### src/rtl/alu_issue_stage.sv
// Operand/result stage around the combinational ALU: holds Y, captures opcode/A/B on issue, latches Zin after per-opcode settle.
// Latency 1+wait edges from issue to Z capture (wait = MUL_WAIT/DIV_WAIT/0); op_ready low during EXEC, op_valid ignored there.
module alu_issue_stage #(
    parameter int unsigned MUL_WAIT = 2,
    parameter int unsigned DIV_WAIT = 4
) (
    input  logic        clock,
    input  logic        clear,
    input  logic [31:0] bus_in,
    input  logic        Yin,
    input  logic        op_valid,
    input  logic [4:0]  opcode_in,
    output logic        op_ready,
    output logic [4:0]  opcode,
    output logic [31:0] A,
    output logic [31:0] B,
    input  logic [63:0] Zin,
    output logic [31:0] ZHI,
    output logic [31:0] ZLO,
    output logic        z_valid,
    output logic        illegal
);

    localparam logic [4:0] OP_ADD  = 5'b01100;
    localparam logic [4:0] OP_AND  = 5'b01010;
    localparam logic [4:0] OP_OR   = 5'b01011;
    localparam logic [4:0] OP_NOT  = 5'b10010;
    localparam logic [4:0] OP_NEG  = 5'b10001;
    localparam logic [4:0] OP_MUL  = 5'b01111;
    localparam logic [4:0] OP_ROR  = 5'b01000;
    localparam logic [4:0] OP_ROL  = 5'b01001;
    localparam logic [4:0] OP_SHL  = 5'b00111;
    localparam logic [4:0] OP_SHR  = 5'b00101;
    localparam logic [4:0] OP_SHRA = 5'b00110;
    localparam logic [4:0] OP_DIV  = 5'b00001;
    localparam logic [4:0] OP_SUB  = 5'b00100;

    localparam logic [3:0] MUL_CNT = 4'(MUL_WAIT);
    localparam logic [3:0] DIV_CNT = 4'(DIV_WAIT);

    typedef enum logic {
        IDLE = 1'b0,
        EXEC = 1'b1
    } state_t;

    state_t      state;
    logic [31:0] y_reg;
    logic [3:0]  cnt;
    logic        op_legal;
    logic [3:0]  op_wait;

    always_comb begin
        op_legal = 1'b0;
        case (opcode_in)
            OP_ADD, OP_AND, OP_OR, OP_NOT, OP_NEG, OP_MUL, OP_ROR,
            OP_ROL, OP_SHL, OP_SHR, OP_SHRA, OP_DIV, OP_SUB: op_legal = 1'b1;
            default: op_legal = 1'b0;
        endcase
    end

    always_comb begin
        op_wait = 4'd0;
        if (opcode_in == OP_MUL)
            op_wait = MUL_CNT;
        else if (opcode_in == OP_DIV)
            op_wait = DIV_CNT;
    end

    // state is forced to IDLE asynchronously, so the OR with clear only covers the reset window itself
    assign op_ready = clear || (state == IDLE);

    always_ff @(posedge clock or posedge clear) begin
        if (clear) begin
            state   <= IDLE;
            y_reg   <= 32'd0;
            opcode  <= 5'b00000;
            A       <= 32'd0;
            B       <= 32'd0;
            cnt     <= 4'd0;
            ZHI     <= 32'd0;
            ZLO     <= 32'd0;
            z_valid <= 1'b0;
            illegal <= 1'b0;
        end else begin
            z_valid <= 1'b0;
            illegal <= 1'b0;
            if (Yin)
                y_reg <= bus_in;
            case (state)
                IDLE: begin
                    if (op_valid) begin
                        if (op_legal) begin
                            // A takes Y before any same-edge Yin load
                            opcode <= opcode_in;
                            A      <= y_reg;
                            B      <= bus_in;
                            cnt    <= op_wait;
                            state  <= EXEC;
                        end else begin
                            illegal <= 1'b1;
                        end
                    end
                end
                EXEC: begin
                    if (cnt != 4'd0) begin
                        cnt <= cnt - 4'd1;
                    end else begin
                        ZHI     <= Zin[63:32];
                        ZLO     <= Zin[31:0];
                        z_valid <= 1'b1;
                        state   <= IDLE;
                    end
                end
                default: state <= IDLE;
            endcase
        end
    end

endmodule

### config.mk
export PLATFORM = sky130hd
export DESIGN_NAME = alu_issue_stage
export DESIGN_NICKNAME = d
export VERILOG_FILES = /design/src/rtl/alu_issue_stage.sv
export SDC_FILE = /design/constraint.sdc
export NUM_CORES = 1
export LEC_CHECK = 0
export CAP_MARGIN = 30
export CORE_MARGIN = 3
export CORE_UTILIZATION = 40
export DETAILED_ROUTE_END_ITERATION = 8
export GPL_ROUTABILITY_DRIVEN = 0
export PLACE_DENSITY_LB_ADDON = 0.08
export REMOVE_ABC_BUFFERS = 1
export SYNTH_ARGS = -nofsm -noshare
export SYNTH_HDL_FRONTEND = slang
export SYNTH_SLANG_ARGS = --single-unit
### constraint.sdc
create_clock -name clock -period 6.05 [get_ports clock]
set_input_delay 0.9075 -clock clock [delete_from_list [all_inputs] [get_ports clock]]
set_output_delay 0.9075 -clock clock [all_outputs]
set_load 0.005 [all_outputs]
==> Implementation_results.wiki, run 1 <==
{| class="wikitable"
! Metric !! Value
|-
| CTS tree || done
|-
| Post-synth design cell area || 6600 µm²
|-
| Worst reg2reg path startpoint || cnt[0]$_DFFE_PP0P_
|-
| Filler Cell Count || between 1,000 and 1,500
|-
| Synth warn || 0
|-
| Setup repair after global routing missed its margin || false
|-
| Result of the run || finished clean
|-
| Setup total negative slack || 0 ns
|-
| Clock tree skew after final layout || 0.00674 ns
|-
| Register area share after synthesis || 65.2%
|-
| Number of violations of the max-capacitance limit || 0
|-
| Cells traversed along the worst timing path || clkdlybuf4s50_1 -> inv_6 -> nand2_1 -> clkdlybuf4s50_1
|-
| Final setup viols || 0
|-
| Critical path fanouts, max || 46
|-
| Share of the clock period used by the worst path after layout || a little over half
|-
| Top cell family by delay on the critical path || buffers and inverters
|-
| Number of input and output port buffers inserted || 240
|-
| Most frequent cell on the critical path || sky130_fd_sc_hd__clkdlybuf4s50_1
|-
| Root Buffer Master || sky130_fd_sc_hd__clkbuf_16
|-
| Register clock-pin slew on the reported worst setup and hold paths || 0.06 ns
|-
| Power per Cell Area || 489 nW/µm²
|-
| Unique masters post-synth || 30
|-
| DR WL/cell || 17.4 µm
|-
| Largest net degree at the start of global routing || 75
|-
| Post-DP HPWL || 10,900 µm
|-
| Drt first-iter violations || around 130
|-
| Die extent in y || 134 µm
|-
| Overflow after GRT || 0
|-
| Chip width || 134 µm
|-
| Fraction of final layout cells with drive strength greater than 1 || 31.9%
|-
| Number of buffers inserted to repair setup after CTS || 0
|-
| Number of antenna violations at the first check in global routing || 0
|-
| Min Clock Period, post-route || 3.23 ns
|-
| Normalized max-slew margin || 44.0%
|-
| Worst flop-to-flop path endpoint || ZHI[25]$_DFFE_PP0P_
|-
| Transition time of the tightest slew-check pin || 0.840 ns
|-
| Multi-input combinational cell area || approximately 2100 µm²
|-
| Combined buffer and inverter count along the critical path || 3
|-
| Routed Antenna Nets || 0
|-
| Number of resized instances in the post-cts repair step || 0
|-
| Syn_area_per_cell || 16.7 µm²
|-
| End point of the most critical hold path || A[24]$_DFFE_PP0P_
|-
| Total DRC errors in the routed layout || 0
|-
| Max clock buf depth || 2
|-
| Floorplan row count || 46
|-
| Sink count of the clock tree || 172
|-
| Post-layout nets || 751
|-
| Nature of the critical path endpoint || output pin
|-
| Startpoint of the worst hold path || y_reg[24]$_DFFE_PP0P_
|-
| Hold-fix buffers, CTS || 0
|-
| Min Hold Slack || 0.501 ns
|-
| Master of the slowest instance on the critical path || sky130_fd_sc_hd__clkdlybuf4s50_1
|-
| Total of flip-flops plus latches after synthesis || 172
|-
| Worst hold stages || 1
|-
| Critical path start-end classification || input port to output pin
|-
| Kind of start point of the critical path || input port
|-
| Leakage power of the design || 4.09 nW
|-
| Number of inserted diodes || 0
|-
| F_max || a little over 0.3 GHz
|-
| Final hold violation count || 0
|-
| Post-synth EDFFs || 0
|-
| Largest stage delay on the critical path || between 0.4 and 0.5 ns
|-
| Data required, critical path || ~5.1 ns
|-
| Reg2Reg Setup Slack || 3.68 ns
|-
| Final routed wirelength across all metal layers || about 15,000 µm
|-
| Core box area || 16,000 µm²
|-
| Worst-Skew Late Latency || 0.42 ns
|-
| Die Outline Area || 18,100 µm²
|-
| Num ports || 241
|-
| Critical path data arrival time || about 2.3 ns
|-
| DR vias/cell || 4.74
|-
| Total CTS buffers || 17
|-
| Worst supply voltage drop on vdd || 215 µV
|-
| Via count of the first global-routing pass || 4,485
|-
| Leading register cell type out of synthesis || sky130_fd_sc_hd__dfrtp_1
|-
| First-pass GRT wire length || ~24,000 µm
|-
| Async SR Flop Fraction || between 90% and 100%
|-
| Initial Util || 41.2%
|-
| Signed area change from the synthesized netlist to the final layout || 48.1%
|-
| Worst reg2reg path depth || 6
|-
| HP Class || register to register
|-
| Count of pins over their slew limit || 0
|-
| Routed via count || 4,130
|-
| Area of all sequential standard cells || 4300 µm²
|-
| Count of mapped cells out of synthesis || between 300 and 400
|-
| CTS HTree Levels || 4
|-
| Number of iterations in the first detailed-routing pass || 3
|-
| Global-route usage over all layers || around 17%
|}
## worst max-delay path by stage
stage / startpoint / end / slack [ns] / cells after the start
floorplan: clear / op_ready / 0.41 / 2
global placement: opcode_in[1] / A[3]$_DFFE_PP0P_ / 2.32 / 7
detailed placement: clear / op_ready / 2.77 / 4
CTS: clear / op_ready / 2.77 / 4
global route: clear / op_ready / 2.71 / 4
finish: clear / op_ready / 2.82 / 4
## cells in the final DEF (no fill, tap or decap), types with 2 or more instances in the layout
| cell type | netlist | layout |
|---|---|---|
| sky130_fd_sc_hd__nor2b_1 | 2 | 2 |
| sky130_fd_sc_hd__clkbuf_1 | 1 | 2 |
| sky130_fd_sc_hd__clkinvlp_4 | 0 | 2 |
| sky130_fd_sc_hd__clkbuf_8 | 0 | 3 |
| sky130_fd_sc_hd__buf_16 | 0 | 2 |
| sky130_fd_sc_hd__nor2_1 | 4 | 4 |
| sky130_fd_sc_hd__nor3_1 | 2 | 2 |
| sky130_fd_sc_hd__mux2_2 | 165 | 165 |
| sky130_fd_sc_hd__buf_4 | 5 | 3 |
| sky130_fd_sc_hd__clkinv_2 | 0 | 4 |
| sky130_fd_sc_hd__a22o_1 | 2 | 2 |
| sky130_fd_sc_hd__a31o_2 | 2 | 2 |
| sky130_fd_sc_hd__inv_1 | 6 | 5 |
| sky130_fd_sc_hd__clkbuf_16 | 0 | 17 |
| sky130_fd_sc_hd__clkdlybuf4s50_1 | 0 | 239 |
| sky130_fd_sc_hd__xnor2_1 | 2 | 2 |
| sky130_fd_sc_hd__nand2_1 | 3 | 3 |
| sky130_fd_sc_hd__dfrtp_1 | 172 | 172 |
| sky130_fd_sc_hd__clkinv_4 | 0 | 3 |
| sky130_fd_sc_hd__ha_1 | 4 | 4 |
## worst reg2reg max path, stage by stage, from the launching register on
cell and delay (ns):
sky130_fd_sc_hd__dfrtp_1 0.38, sky130_fd_sc_hd__inv_1 0.13, sky130_fd_sc_hd__ha_1 0.19, sky130_fd_sc_hd__nor3b_1 0.27, sky130_fd_sc_hd__and2_2 0.19, sky130_fd_sc_hd__buf_4 0.62
sky130_fd_sc_hd__mux2_2 0.49
## metal layers
metal	up-vias	part of all wire [%]	GRT usage (%)	wire length, µm
met4	0	1.1	5.60	167
li1	1891	-	-	-
met5	-	0	0	0
met3	14	10	7.94	1540
met1	2065	41	21.0	6260
met2	160	47	28.0	7200
## report_power, final
group,switching [mW],internal [mW]
registers,0.249,1.65
clock network,0.434,0.598
logic,0.567,1.29
## synth_stat cells, types with 2 or more instances
| library cell | n | area [µm²] |
|---|---|---|
| sky130_fd_sc_hd__buf_4 | 5 | 37.5 |
| sky130_fd_sc_hd__buf_1 | 3 | 11.3 |
| sky130_fd_sc_hd__nor3_1 | 2 | 10.0 |
| sky130_fd_sc_hd__nand2_1 | 3 | 11.3 |
| sky130_fd_sc_hd__nor2b_1 | 2 | 12.5 |
| sky130_fd_sc_hd__a22o_1 | 2 | 17.5 |
| sky130_fd_sc_hd__mux2_2 | 165 | 1860 |
| sky130_fd_sc_hd__buf_2 | 2 | 10.0 |
| sky130_fd_sc_hd__dfrtp_1 | 172 | 4300 |
| sky130_fd_sc_hd__inv_1 | 6 | 22.5 |
| sky130_fd_sc_hd__xnor2_1 | 2 | 17.5 |
| sky130_fd_sc_hd__nor2_1 | 4 | 15.0 |
| sky130_fd_sc_hd__a31o_2 | 2 | 17.5 |
| sky130_fd_sc_hd__ha_1 | 4 | 50.1 |
| sky130_fd_sc_hd__buf_6 | 7 | 78.8 |
## cell families (layout without fill, tap and decap cells)
kind of cell / Yosys count / after routing / share of synthesized area [%]
AO/OA/AOI/OAI: 11 / 11 / 1.40
XOR/XNOR: 2 / 2 / 0.265
adder cells (fa/ha/maj): 4 / 4 / 0.758
buffers and inverters: 24 / 283 / 2.48
flip-flops: 172 / 172 / 65.2
multiplexers: 166 / 166 / 28.3
AND/OR/NAND/NOR: 17 / 17 / 1.57
## per-stage QoR
| stage | total power, mW | instances | setup WS [ns] | cell area [µm²] | utilization (%) |
|---|---|---|---|---|---|
| after floorplan | 2.60 | 378 | 0.409 | 6460 | - |
| final | 4.78 | 871 | 2.82 | 9780 | 61.1 |
| after global placement | 3.75 | 837 | 2.32 | 9160 | 57.2 |
| after CTS | 4.86 | 870 | 2.77 | 9750 | 60.9 |
| after global routing | 5.08 | 871 | 2.71 | 9780 | 61.1 |
| after detailed placement | 3.81 | 838 | 2.77 | 9180 | 57.4 |
## cell type report
class	count	area share, %
clock buffers	22	4.85
clock inverters	10	0.934
inverters	6	0.282
multi-input cells	200	21.8
flip-flops and latches	172	44.0
well taps	216	2.76
repair buffers	245	25.3
Note: power is estimated with default switching activity, not from simulation.
==> run 2: changes to the inputs <==
clock period = 3 ns   (was 6.05 ns; I/O delays follow)
==> run 2 against run 1 <==
Against the previous run:
- global-route usage increased by 0.17 points
- worst setup slack worse by 2.1 ns
- critical endpoint is now B[31]$_DFFE_PP0P_
- sequential power rose by 100%
- die area unchanged
==> Implementation_results.wiki, run 2 (synthesis gave the netlist of run 1 again) <==
{| class="wikitable"
! Metric !! Value
|-
| Setup repair after global routing missed its margin || false
|-
| DR WL/cell || 17.8 µm
|-
| Number of violations of the max-capacitance limit || 0
|-
| Critical path data arrival time || roughly 2.6 ns
|-
| Worst reg2reg path depth || 6
|-
| DR vias/cell || 4.71
|-
| Overflow after GRT || 0
|-
| Routed via count || roughly 4,100
|-
| Setup total negative slack || 0 ns
|-
| Chip width || 134 µm
|-
| CTS tree || done
|-
| Critical path fanouts, max || 17
|-
| First-pass GRT wire length || between 20,000 and 25,000 µm
|-
| Total DRC errors in the routed layout || 0
|-
| Count of pins over their slew limit || 0
|-
| Number of resized instances in the post-cts repair step || 0
|-
| Share of the clock period used by the worst path after layout || 77.5%
|-
| Core box area || 16,000 µm²
|-
| Routed Antenna Nets || 0
|-
| Reg2Reg Setup Slack || 0.97 ns
|-
| Num ports || 241
|-
| Hold-fix buffers, CTS || 0
|-
| Via count of the first global-routing pass || 4,451
|-
| Die extent in y || 134 µm
|-
| Final routed wirelength across all metal layers || 15,400 µm
|-
| Initial Util || 41.2%
|-
| Data required, critical path || approximately 3.3 ns
|-
| Register clock-pin slew on the reported worst setup and hold paths || 0.05 ns
|-
| Final hold violation count || 0
|-
| Signed area change from the synthesized netlist to the final layout || 48.2%
|-
| Fraction of final layout cells with drive strength greater than 1 || a little under a third
|-
| Global-route usage over all layers || 17.6%
|-
| Normalized max-slew margin || 38.6%
|-
| Total CTS buffers || 17
|-
| Nature of the critical path endpoint || register
|-
| Max clock buf depth || 2
|-
| Worst supply voltage drop on vdd || 532 µV
|-
| Worst hold stages || 1
|-
| Critical path start-end classification || input port to register
|-
| CTS HTree Levels || 4
|-
| Min Clock Period, post-route || 2.32 ns
|-
| Floorplan row count || 46
|-
| Number of iterations in the first detailed-routing pass || 3
|-
| Number of input and output port buffers inserted || 240
|-
| Final setup viols || 0
|-
| Post-layout nets || 751
|-
| Transition time of the tightest slew-check pin || about 0.92 ns
|-
| Result of the run || finished clean
|-
| Root Buffer Master || sky130_fd_sc_hd__clkbuf_16
|-
| Commonest cells after routing, fill and taps aside || 239 x sky130_fd_sc_hd__clkdlybuf4s50_1, 172 x sky130_fd_sc_hd__dfrtp_1, 165 x sky130_fd_sc_hd__mux2_2
|-
| F_max || 0.430 GHz
|-
| Largest net degree at the start of global routing || 173
|-
| Total chip power || 9.70 mW
|-
| Worst-Skew Late Latency || approximately 0.42 ns
|-
| Sink count of the clock tree || 172
|-
| Min Hold Slack || 0.501 ns
|-
| Commonest non-fill, non-tap cell in the layout || sky130_fd_sc_hd__clkdlybuf4s50_1
|-
| Kind of start point of the critical path || input port
|-
| Number of inserted diodes || 0
|-
| Die Outline Area || around 18,000 µm²
|-
| HP Class || register to register
|-
| Number of buffers inserted to repair setup after CTS || 0
|-
| Post-DP HPWL || about 11,000 µm
|-
| Number of antenna violations at the first check in global routing || 0
|-
| Drt first-iter violations || 173
|-
| Power per Cell Area || 992 nW/µm²
|-
| Clock tree skew after final layout || between 0.008 and 0.009 ns
|-
| Leakage power of the design || 4.09 nW
|}
[run 2: cell types whose count changed in the layout (fill, tap and decap cells not counted)]
cell,delta
sky130_fd_sc_hd__bufinv_16,+1
sky130_fd_sc_hd__clkinv_4,-3
sky130_fd_sc_hd__buf_12,+4
sky130_fd_sc_hd__clkbuf_1,-2
sky130_fd_sc_hd__buf_4,-2
sky130_fd_sc_hd__buf_16,-2
[run 2: final cells by class]
type	count	area, µm²
fillers	1275	6220
flip-flops and latches	172	4300
repair buffers	245	2480
multi-input cells	200	2130
clock buffers	20	467
well taps	216	270
clock inverters	8	95.1
inverters	6	27.5
[run 2: worst paths after layout]
check / endpoint / start
max: B[31]$_DFFE_PP0P_ / opcode_in[1]
min: y_reg[31]$_DFFE_PP0P_ / y_reg[31]$_DFFE_PP0P_
max reg2reg: ZLO[4]$_DFFE_PP0P_ / cnt[0]$_DFFE_PP0P_
min reg2reg: y_reg[31]$_DFFE_PP0P_ / y_reg[31]$_DFFE_PP0P_
max in group asynchronous: cnt[1]$_DFFE_PP0P_ / clear
min in group asynchronous: ZLO[2]$_DFFE_PP0P_ / clear
[run 2: through the flow]
step / utilization [%] / setup slack [ns] / instance area [µm²] / cells
after CTS: 61.1 / 0.683 / 9780 / 867
after global routing: 61.1 / 0.560 / 9780 / 867
after detailed placement: 57.6 / 0.235 / 9220 / 839
after global placement: 57.6 / 0.283 / 9220 / 839
final: 61.1 / 0.675 / 9780 / 867
after floorplan: - / -2.13 / 6460 / 378
[run 2: critical path: stages]
cell and delay (ns):
sky130_fd_sc_hd__clkdlybuf4s50_1 0.50, sky130_fd_sc_hd__inv_1 0.05, sky130_fd_sc_hd__ha_1 0.30, sky130_fd_sc_hd__o21a_1 0.20, sky130_fd_sc_hd__a21oi_2 0.22, sky130_fd_sc_hd__nand3_4 0.30, sky130_fd_sc_hd__buf_4 0.31, sky130_fd_sc_hd__mux2_2 0.28
[run 2: per-layer routing]
metal / GRT usage, % / vias to the layer above / routed length [µm]
li1: - / 1884 / -
met1: 21.4 / 2028 / 6270
met2: 28.3 / 160 / 7430
met3: 7.79 / 14 / 1560
met4: 5.49 / 0 / 167
met5: 0 / - / 0
[run 2: power breakdown]
| group | internal [mW] | switching, mW |
|---|---|---|
| Sequential | 3.32 | 0.506 |
| Clock | 1.27 | 0.834 |
| Combinational | 2.61 | 1.16 |
